`config.mk`:
```
export PLATFORM = sky130hd
export DESIGN_NAME = countdown_timer
export DESIGN_NICKNAME = d
export VERILOG_FILES = /design/src/rtl/countdown_timer.sv
export SDC_FILE = /design/constraint.sdc
export NUM_CORES = 1
export LEC_CHECK = 0
export BUFFER_PORTS_ARGS = -buffer_cell sky130_fd_sc_hd__buf_2
export CORE_MARGIN = 1.5
export CORE_UTILIZATION = 40
export DETAILED_ROUTE_END_ITERATION = 8
export GPL_TIMING_DRIVEN = 0
export SLEW_MARGIN = 15
export SYNTH_ARGS = -nofsm -noshare
export SYNTH_HDL_FRONTEND = slang
export SYNTH_SLANG_ARGS = --single-unit
```
`constraint.sdc`:
```
create_clock -name clk1k -period 3.62 [get_ports clk1k]
set_clock_uncertainty 0.05 [all_clocks]
set_input_delay 0.724 -clock clk1k [delete_from_list [all_inputs] [get_ports clk1k]]
set_output_delay 0.724 -clock clk1k [all_outputs]
set_load 0.1 [all_outputs]
```
`src/rtl/countdown_timer.sv`:
```
// Countdown timer: loads a clamped delay, decrements once every TICK_DIV cycles,
// and flags expiry with a held level plus a one-cycle strobe (optionally auto-reloading).
module countdown_timer #(
   parameter int WIDTH     = 12,
   parameter int MIN_COUNT = 100,
   parameter int TICK_DIV  = 1,
   parameter int RELOAD    = 0
) (
   input  logic             clk1k,
   input  logic             rst_n,
   input  logic             load,
   input  logic [WIDTH-1:0] num,
   input  logic             start,
   input  logic             pause,
   input  logic             abort,
   output logic [WIDTH-1:0] count,
   output logic             busy,
   output logic             countdown_finish,
   output logic             finish_pulse,
   output logic [2:0]       state_dbg
);

   typedef enum logic [2:0] {
      S_IDLE   = 3'd0,
      S_LOADED = 3'd1,
      S_RUN    = 3'd2,
      S_PAUSED = 3'd3,
      S_DONE   = 3'd4
   } state_t;

   localparam int               DW       = (TICK_DIV > 1) ? $clog2(TICK_DIV) : 1;
   localparam logic [WIDTH-1:0] MIN_V    = WIDTH'(MIN_COUNT);
   localparam logic [DW-1:0]    DIV_LAST = DW'(TICK_DIV - 1);

   state_t           state_q, state_d;
   logic [WIDTH-1:0] count_q, count_d;
   logic [WIDTH-1:0] reload_q, reload_d;
   logic [DW-1:0]    div_q, div_d;
   logic             fin_q, fin_d;
   logic             pulse_q, pulse_d;

   logic [WIDTH-1:0] load_val;
   logic             tick;

   assign load_val = (num < MIN_V) ? MIN_V : num;
   assign tick     = (div_q == DIV_LAST);

   always_ff @(posedge clk1k or negedge rst_n) begin
      if (!rst_n) begin
         state_q  <= S_IDLE;
         count_q  <= '0;
         reload_q <= '0;
         div_q    <= '0;
         fin_q    <= 1'b0;
         pulse_q  <= 1'b0;
      end else begin
         state_q  <= state_d;
         count_q  <= count_d;
         reload_q <= reload_d;
         div_q    <= div_d;
         fin_q    <= fin_d;
         pulse_q  <= pulse_d;
      end
   end

   // Priority is abort > load > start > pause; each state only looks at the inputs it accepts.
   always_comb begin
      state_d  = state_q;
      count_d  = count_q;
      reload_d = reload_q;
      div_d    = div_q;
      fin_d    = fin_q;
      pulse_d  = 1'b0;

      if (abort) begin
         state_d = S_IDLE;
         count_d = '0;
         fin_d   = 1'b0;
         div_d   = '0;
      end else begin
         case (state_q)
            S_IDLE, S_DONE: begin
               if (load) begin
                  state_d  = S_LOADED;
                  count_d  = load_val;
                  reload_d = load_val;
                  fin_d    = 1'b0;
               end
            end
            S_LOADED: begin
               if (start) begin
                  state_d = S_RUN;
                  div_d   = '0;
               end
            end
            S_RUN, S_PAUSED: begin
               // The resume cycle counts as a running cycle, so a pause held for P
               // cycles delays expiry by exactly P.
               if (pause) begin
                  state_d = S_PAUSED;
               end else begin
                  state_d = S_RUN;
                  if (tick) begin
                     div_d = '0;
                     if (count_q != '0) begin
                        count_d = count_q - WIDTH'(1);
                     end else begin
                        pulse_d = 1'b1;
                        fin_d   = 1'b1;
                        if (RELOAD != 0) begin
                           count_d = reload_q;
                        end else begin
                           state_d = S_DONE;
                        end
                     end
                  end else begin
                     div_d = div_q + DW'(1);
                  end
               end
            end
            default: state_d = S_IDLE;
         endcase
      end
   end

   assign count            = count_q;
   assign busy             = (state_q == S_RUN) || (state_q == S_PAUSED);
   assign countdown_finish = fin_q;
   assign finish_pulse     = pulse_q;
   assign state_dbg        = state_q;

endmodule

```
==> results of run 1 <==
## cells by family (layout without fill, tap and decap cells)
kind of cell	Yosys count	count (layout)
AND/OR/NAND/NOR	39	39
buffers and inverters	10	49
adder cells (fa/ha/maj)	2	2
AO/OA/AOI/OAI	47	47
flip-flops	17	17
XOR/XNOR	3	3
multiplexers	1	1
## metrics by stage
stage,instances,setup slack [ps]
after floorplan,119,465
after detailed placement,185,1140
after CTS,189,814
after global routing,189,703
after global placement,185,1160
final,189,798
## layer usage
layer | GRT usage | vias to the layer above | wire length, um
li1 | - | 558 | -
met1 | 0.298 | 545 | 1580
met2 | 0.315 | 22 | 1490
met3 | 0.0268 | 2 | 93
met4 | 0.0598 | 0 | 17
met5 | 0 | - | 0
## worst max-delay path: stages (launching register included)
cell and delay, ps:
dfrtp_1 450, nand2b_2 240, inv_4 140, clkbuf_1 410, buf_2 520
## path summary, 6_finish.rpt
check                      slack, ps                        to
setup / recovery                 800                      busy
hold / removal                   280      count[6]$_DFFE_PN0P_
setup reg to reg                1620      count[9]$_DFFE_PN0P_
hold reg to reg                  530  state_dbg[1]$_DFFE_PN0P_
max in group asynchronous       2960      count[9]$_DFFE_PN0P_
min in group clk1k               530  state_dbg[1]$_DFFE_PN0P_
## registers in the layout, indices dropped and copies added (netlist names)
signal / count
count: 12
state_dbg: 3
countdown_finish: 1
finish_pulse: 1
## layout by cell type (no fill, tap or decap), types with 5 or more instances in the layout
master,instances
a22o_1,9
nand2_1,5
dfrtp_1,17
nor3_1,5
nor2_1,5
a21oi_1,5
buf_2,36
inv_1,5
## area by class of cell
| type | instances | area (um^2) |
|---|---|---|
| tap | 31 | 38.8 |
| fill | 286 | 1360 |
| inverter | 6 | 25.0 |
| clock buffer | 4 | 26.3 |
| sequential | 17 | 425 |
| multi-input combinational | 92 | 721 |
| buffer | 4 | 31.3 |
| timing repair buffer | 35 | 175 |
## report_power, final
group,internal (mW),total [mW],switching (mW)
Combinational,0.0895,0.348,0.258
Sequential,0.209,0.239,0.0297
Clock,0.0428,0.104,0.0616
Total,0.342,0.691,0.349
==> impl_metrics.env, run 1 <==
export IMPL_cts_root_buffer="clkbuf_4"
export IMPL_die_area_mm2=0.00334
export IMPL_synthMuxAreaShare=0.00937
export IMPL_cts_hold_buffers_added=0
export IMPL_tightest_slew_ps=494
export IMPL_hold_violations=0
export IMPL_drcViolationCount=0
export IMPL_arrival_ps=2050
export IMPL_post_cts_buffers=0
export IMPL_ant_nets=0
export IMPL_ys_async_sr_fraction=1.00
export IMPL_antenna_found_initial=0
export IMPL_synth_nets=139
export IMPL_min_path_type="primary input to asynchronous set/reset pin"
export IMPL_syn_avg_cell_area_um2=10.1
export IMPL_placed_area_mm2=0.00142
export IMPL_yosys_warnings=0
export IMPL_cts_path_max_buffers=2
export IMPL_grt_max_degree=18
export IMPL_drt_pre_antenna_iters=4
export IMPL_vias=1127
export IMPL_synth_cell_types=51
export IMPL_path_clk_slew_ps=100
export IMPL_post_cts_resized=0
export IMPL_synth_top_family_by_area="compound AO/OA/AOI/OAI gates"
export IMPL_core_area_mm2=0.00281
export IMPL_synthSimpleGateAreaFrac=0.216
export IMPL_synth_most_common_cell="dfrtp_1"
export IMPL_worstPathMaxFanout=10
export IMPL_ys_seq_area_frac=0.354
export IMPL_synthesis_area_mm2=0.00120
export IMPL_synth_top_cell_area_share=0.354
export IMPL_die_h_um=57.8
export IMPL_grt_overflow_total=0
export IMPL_io_buffers=35
export IMPL_row_count=19
export IMPL_worstPathRequired_ps=2850
export IMPL_crit_type="flop to primary output"
export IMPL_max_freq_mhz=354
export IMPL_power_leakage_nw=0.688
export IMPL_status="complete, no violations"
export IMPL_yosys_top_cells_area="dfrtp_1 (35%), a22o_1 (6.6%), a221o_1 (2.5%)"
export IMPL_areaGrowthSynthToFinish_pct=20.0
export IMPL_dp_hpwl_um=2450
export IMPL_crit_path_end_kind="primary output"
export IMPL_grt_pass1_wl_um=5210
export IMPL_ys_flop_type="dfrtp_1"
export IMPL_grtUsageTotal=0.204
export IMPL_nets=179
export IMPL_holdWs_ps=283
export IMPL_max_slew_margin=0.669
export IMPL_drv_cap=0
export IMPL_pwr_density_cell_mw_per_mm2=479
export IMPL_finalSetupViolCount=0
export IMPL_ys_top_cells_by_count="dfrtp_1 (17), a22o_1 (9)"
export IMPL_cts_tree="built"
export IMPL_n_antenna_cell=0
export IMPL_cts_max_level=1
export IMPL_gp_congestion=0.847
export IMPL_reg2reg_depth=6
export IMPL_slew_viol_final=0
export IMPL_vias_per_cell=5.96
export IMPL_cts_sinks=17
export IMPL_period_needed_ps=2820
export IMPL_yosysTopAreaCell="dfrtp_1"
export IMPL_grt_pass1_vias=1065
export IMPL_rsz0062_at_grt="no"
export IMPL_drt_iter0_drc=32
export IMPL_netlist_instances=119
export IMPL_critPathLaunch="state_dbg[2]$_DFFE_PN0P_"
export IMPL_synthAdderAreaFrac=0.0208
export IMPL_drt_total_wl_um=3180
export IMPL_final_core_util=0.514
export IMPL_synth_edff_count=0
export IMPL_clkLatencyLatePin_ps=290
export IMPL_wl_per_cell_um=16.8
export IMPL_pin_count=36
export IMPL_die_w_um=57.8
export IMPL_critPathLaunchType="flop"
export IMPL_power_mw=0.691
export IMPL_finalCritPeriodShare=0.780
export IMPL_ys_ff_latch=17
export IMPL_reg2reg_from="count[0]$_DFFE_PN0P_"
export IMPL_cts_inserted_buffers=3
export IMPL_fin_area_mm2=0.00144
export IMPL_start_util=0.429
export IMPL_synth_xor_area_share=0.0219
export IMPL_drive_gt1_frac=0.367
export IMPL_vdd_drop_max_mv=0.223
export IMPL_synth_compound_area_frac=0.331
export IMPL_fin_tns_setup_ps=0
Power figures use the tool's default switching activity.
==> inputs of run 2 (changes only) <==
- clock period: 3.62 -> 2.71 ns (I/O delays scaled with it)
==> run 2 against run 1 <==
Against the previous run:
- first-iteration DRC count is 38% higher
- sequential power up 34%
- the run now ends with DRC left
- largest cell class unchanged
- power increased by 35%
- routed wire length rose by 3.4%
- sequential share of layout area is 0.051 points lower
- non-clock buffer count is the same
- worst hold slack got worse by 190 ps
- global-route usage hardly changed
- combinational power rose by 34%
==> impl_metrics.env, run 2 (synthesis results as in run 1) <==
export IMPL_status="finished, violations left"
export IMPL_violations="DRC"
export IMPL_grt_pass1_wl_um=5240
export IMPL_drive_gt1_frac=0.380
export IMPL_placed_area_mm2=0.00142
export IMPL_setup_slack_ps=242
export IMPL_row_count=19
export IMPL_regArea_um2=425
export IMPL_grt_overflow_total=0
export IMPL_cp_slowest_stage_delay_ps=470
export IMPL_die_h_um=57.8
export IMPL_drt_iter0_drc=44
export IMPL_tightest_slew_ps=531
export IMPL_pwr_density_cell_mw_per_mm2=644
export IMPL_n_fill_cell=279
export IMPL_slew_viol_final=0
export IMPL_cts_path_max_buffers=2
export IMPL_finalSetupViolCount=0
export IMPL_n_antenna_cell=0
export IMPL_power_leakage_nw=0.694
export IMPL_hold_violations=0
export IMPL_grt_max_degree=18
export IMPL_dp_slack_ps=590
export IMPL_post_cts_buffers=0
export IMPL_cts_tree="built"
export IMPL_fin_tns_setup_ps=0
export IMPL_final_core_util=0.515
export IMPL_post_cts_resized=0
export IMPL_path_clk_slew_ps=110
export IMPL_min_path_type="primary input to asynchronous set/reset pin"
export IMPL_critPathLaunch="state_dbg[2]$_DFFE_PN0P_"
export IMPL_io_buffers=35
export IMPL_worstPathRequired_ps=2120
export IMPL_cts_sinks=17
export IMPL_path_cells="nand2b_2 > inv_4 > clkbuf_2 > buf_2"
export IMPL_gp_congestion=0.852
export IMPL_rsz0062_at_grt="no"
export IMPL_cts_inserted_buffers=3
export IMPL_dp_hpwl_um=2470
export IMPL_multiInputGateArea_um2=721
export IMPL_nets=179
export IMPL_wl_per_cell_um=17.4
export IMPL_most_common_layout_cells="buf_2 (36), dfrtp_1 (17), a22o_1 (9)"
export IMPL_drcViolationCount=2
export IMPL_vias_per_cell=6.21
export IMPL_die_area_mm2=0.00334
export IMPL_worstPathMaxFanout=10
export IMPL_arrival_ps=1880
export IMPL_pin_count=36
export IMPL_crit_path_end_kind="primary output"
export IMPL_largest_reg_flops=12
export IMPL_fin_area_mm2=0.00145
export IMPL_finalCritPeriodShare=0.911
export IMPL_ant_nets=0
export IMPL_holdWs_ps=93.8
export IMPL_grt_pass1_vias=1079
export IMPL_areaGrowthSynthToFinish_pct=20.2
export IMPL_final_cells=189
export IMPL_drv_cap=0
export IMPL_clkLatencyLatePin_ps=300
export IMPL_vdd_drop_max_mv=0.285
export IMPL_dp_cells=185
export IMPL_power_mw=0.930
export IMPL_drt_total_wl_um=3280
export IMPL_core_area_mm2=0.00281
export IMPL_die_w_um=57.8
export IMPL_period_needed_ps=2470
export IMPL_vias=1173
export IMPL_cts_root_buffer="clkbuf_4"
export IMPL_cts_hold_buffers_added=0
export IMPL_critPathLaunchType="flop"
export IMPL_start_util=0.429
export IMPL_final_common_cell="buf_2"
export IMPL_antenna_found_initial=0
export IMPL_cpMaxStageDelayCell="buf_2"
export IMPL_cts_max_level=1
export IMPL_max_freq_mhz=405
export IMPL_drt_pre_antenna_iters=7
export IMPL_max_slew_margin=0.644
export IMPL_grtUsageTotal=0.205
export IMPL_crit_type="flop to primary output"
export IMPL_reg2reg_from="count[4]$_DFFE_PN0P_"
## run 2: cell types whose count changed in the layout (fill, tap and decap cells not counted), sizes merged
cell	change
clkinv	+1
clkbuf	-1
## run 2: layer usage
metal  up-vias  track usage  routed length, um
li1        558            -                  -
met1       564        0.303               1580
met2        45        0.302               1490
met3         6       0.0268                158
met4         0       0.0797                 44
met5         -            0                  0
## run 2: path summary, 6_finish.rpt
path,end,slack [ps],depth (start not counted)
setup / recovery,busy,240,4
min in group clk1k,countdown_finish$_DFFE_PN0P_,460,2
max in group asynchronous,state_dbg[1]$_DFFE_PN0P_,2250,1
setup reg to reg,count[11]$_DFFE_PN0P_,700,4
hold reg to reg,count[10]$_DFFE_PN0P_,530,1
hold / removal,count[2]$_DFFE_PN0P_,90,1
## run 2: layout make-up
type	instances	area share
buffer	4	0.0225
clock buffer	3	0.0156
clock inverter	1	0.00346
inverter	6	0.0173
multi-input combinational	92	0.499
sequential	17	0.294
tap	31	0.0268
timing repair buffer	35	0.121
## run 2: where the power goes
part / switching [mW] / leakage [nW] / internal, mW
sequential: 0.0406 / 0.223 / 0.280
clock: 0.0879 / 0.0177 / 0.0551
combinational: 0.347 / 0.454 / 0.120
## run 2: worst max-delay path: cells and delay by family, from the launching register on
kind                   cells  cell delay, ps
buffers and inverters      3             870
DFF                        1             460
and+or+nand+nor            1             240
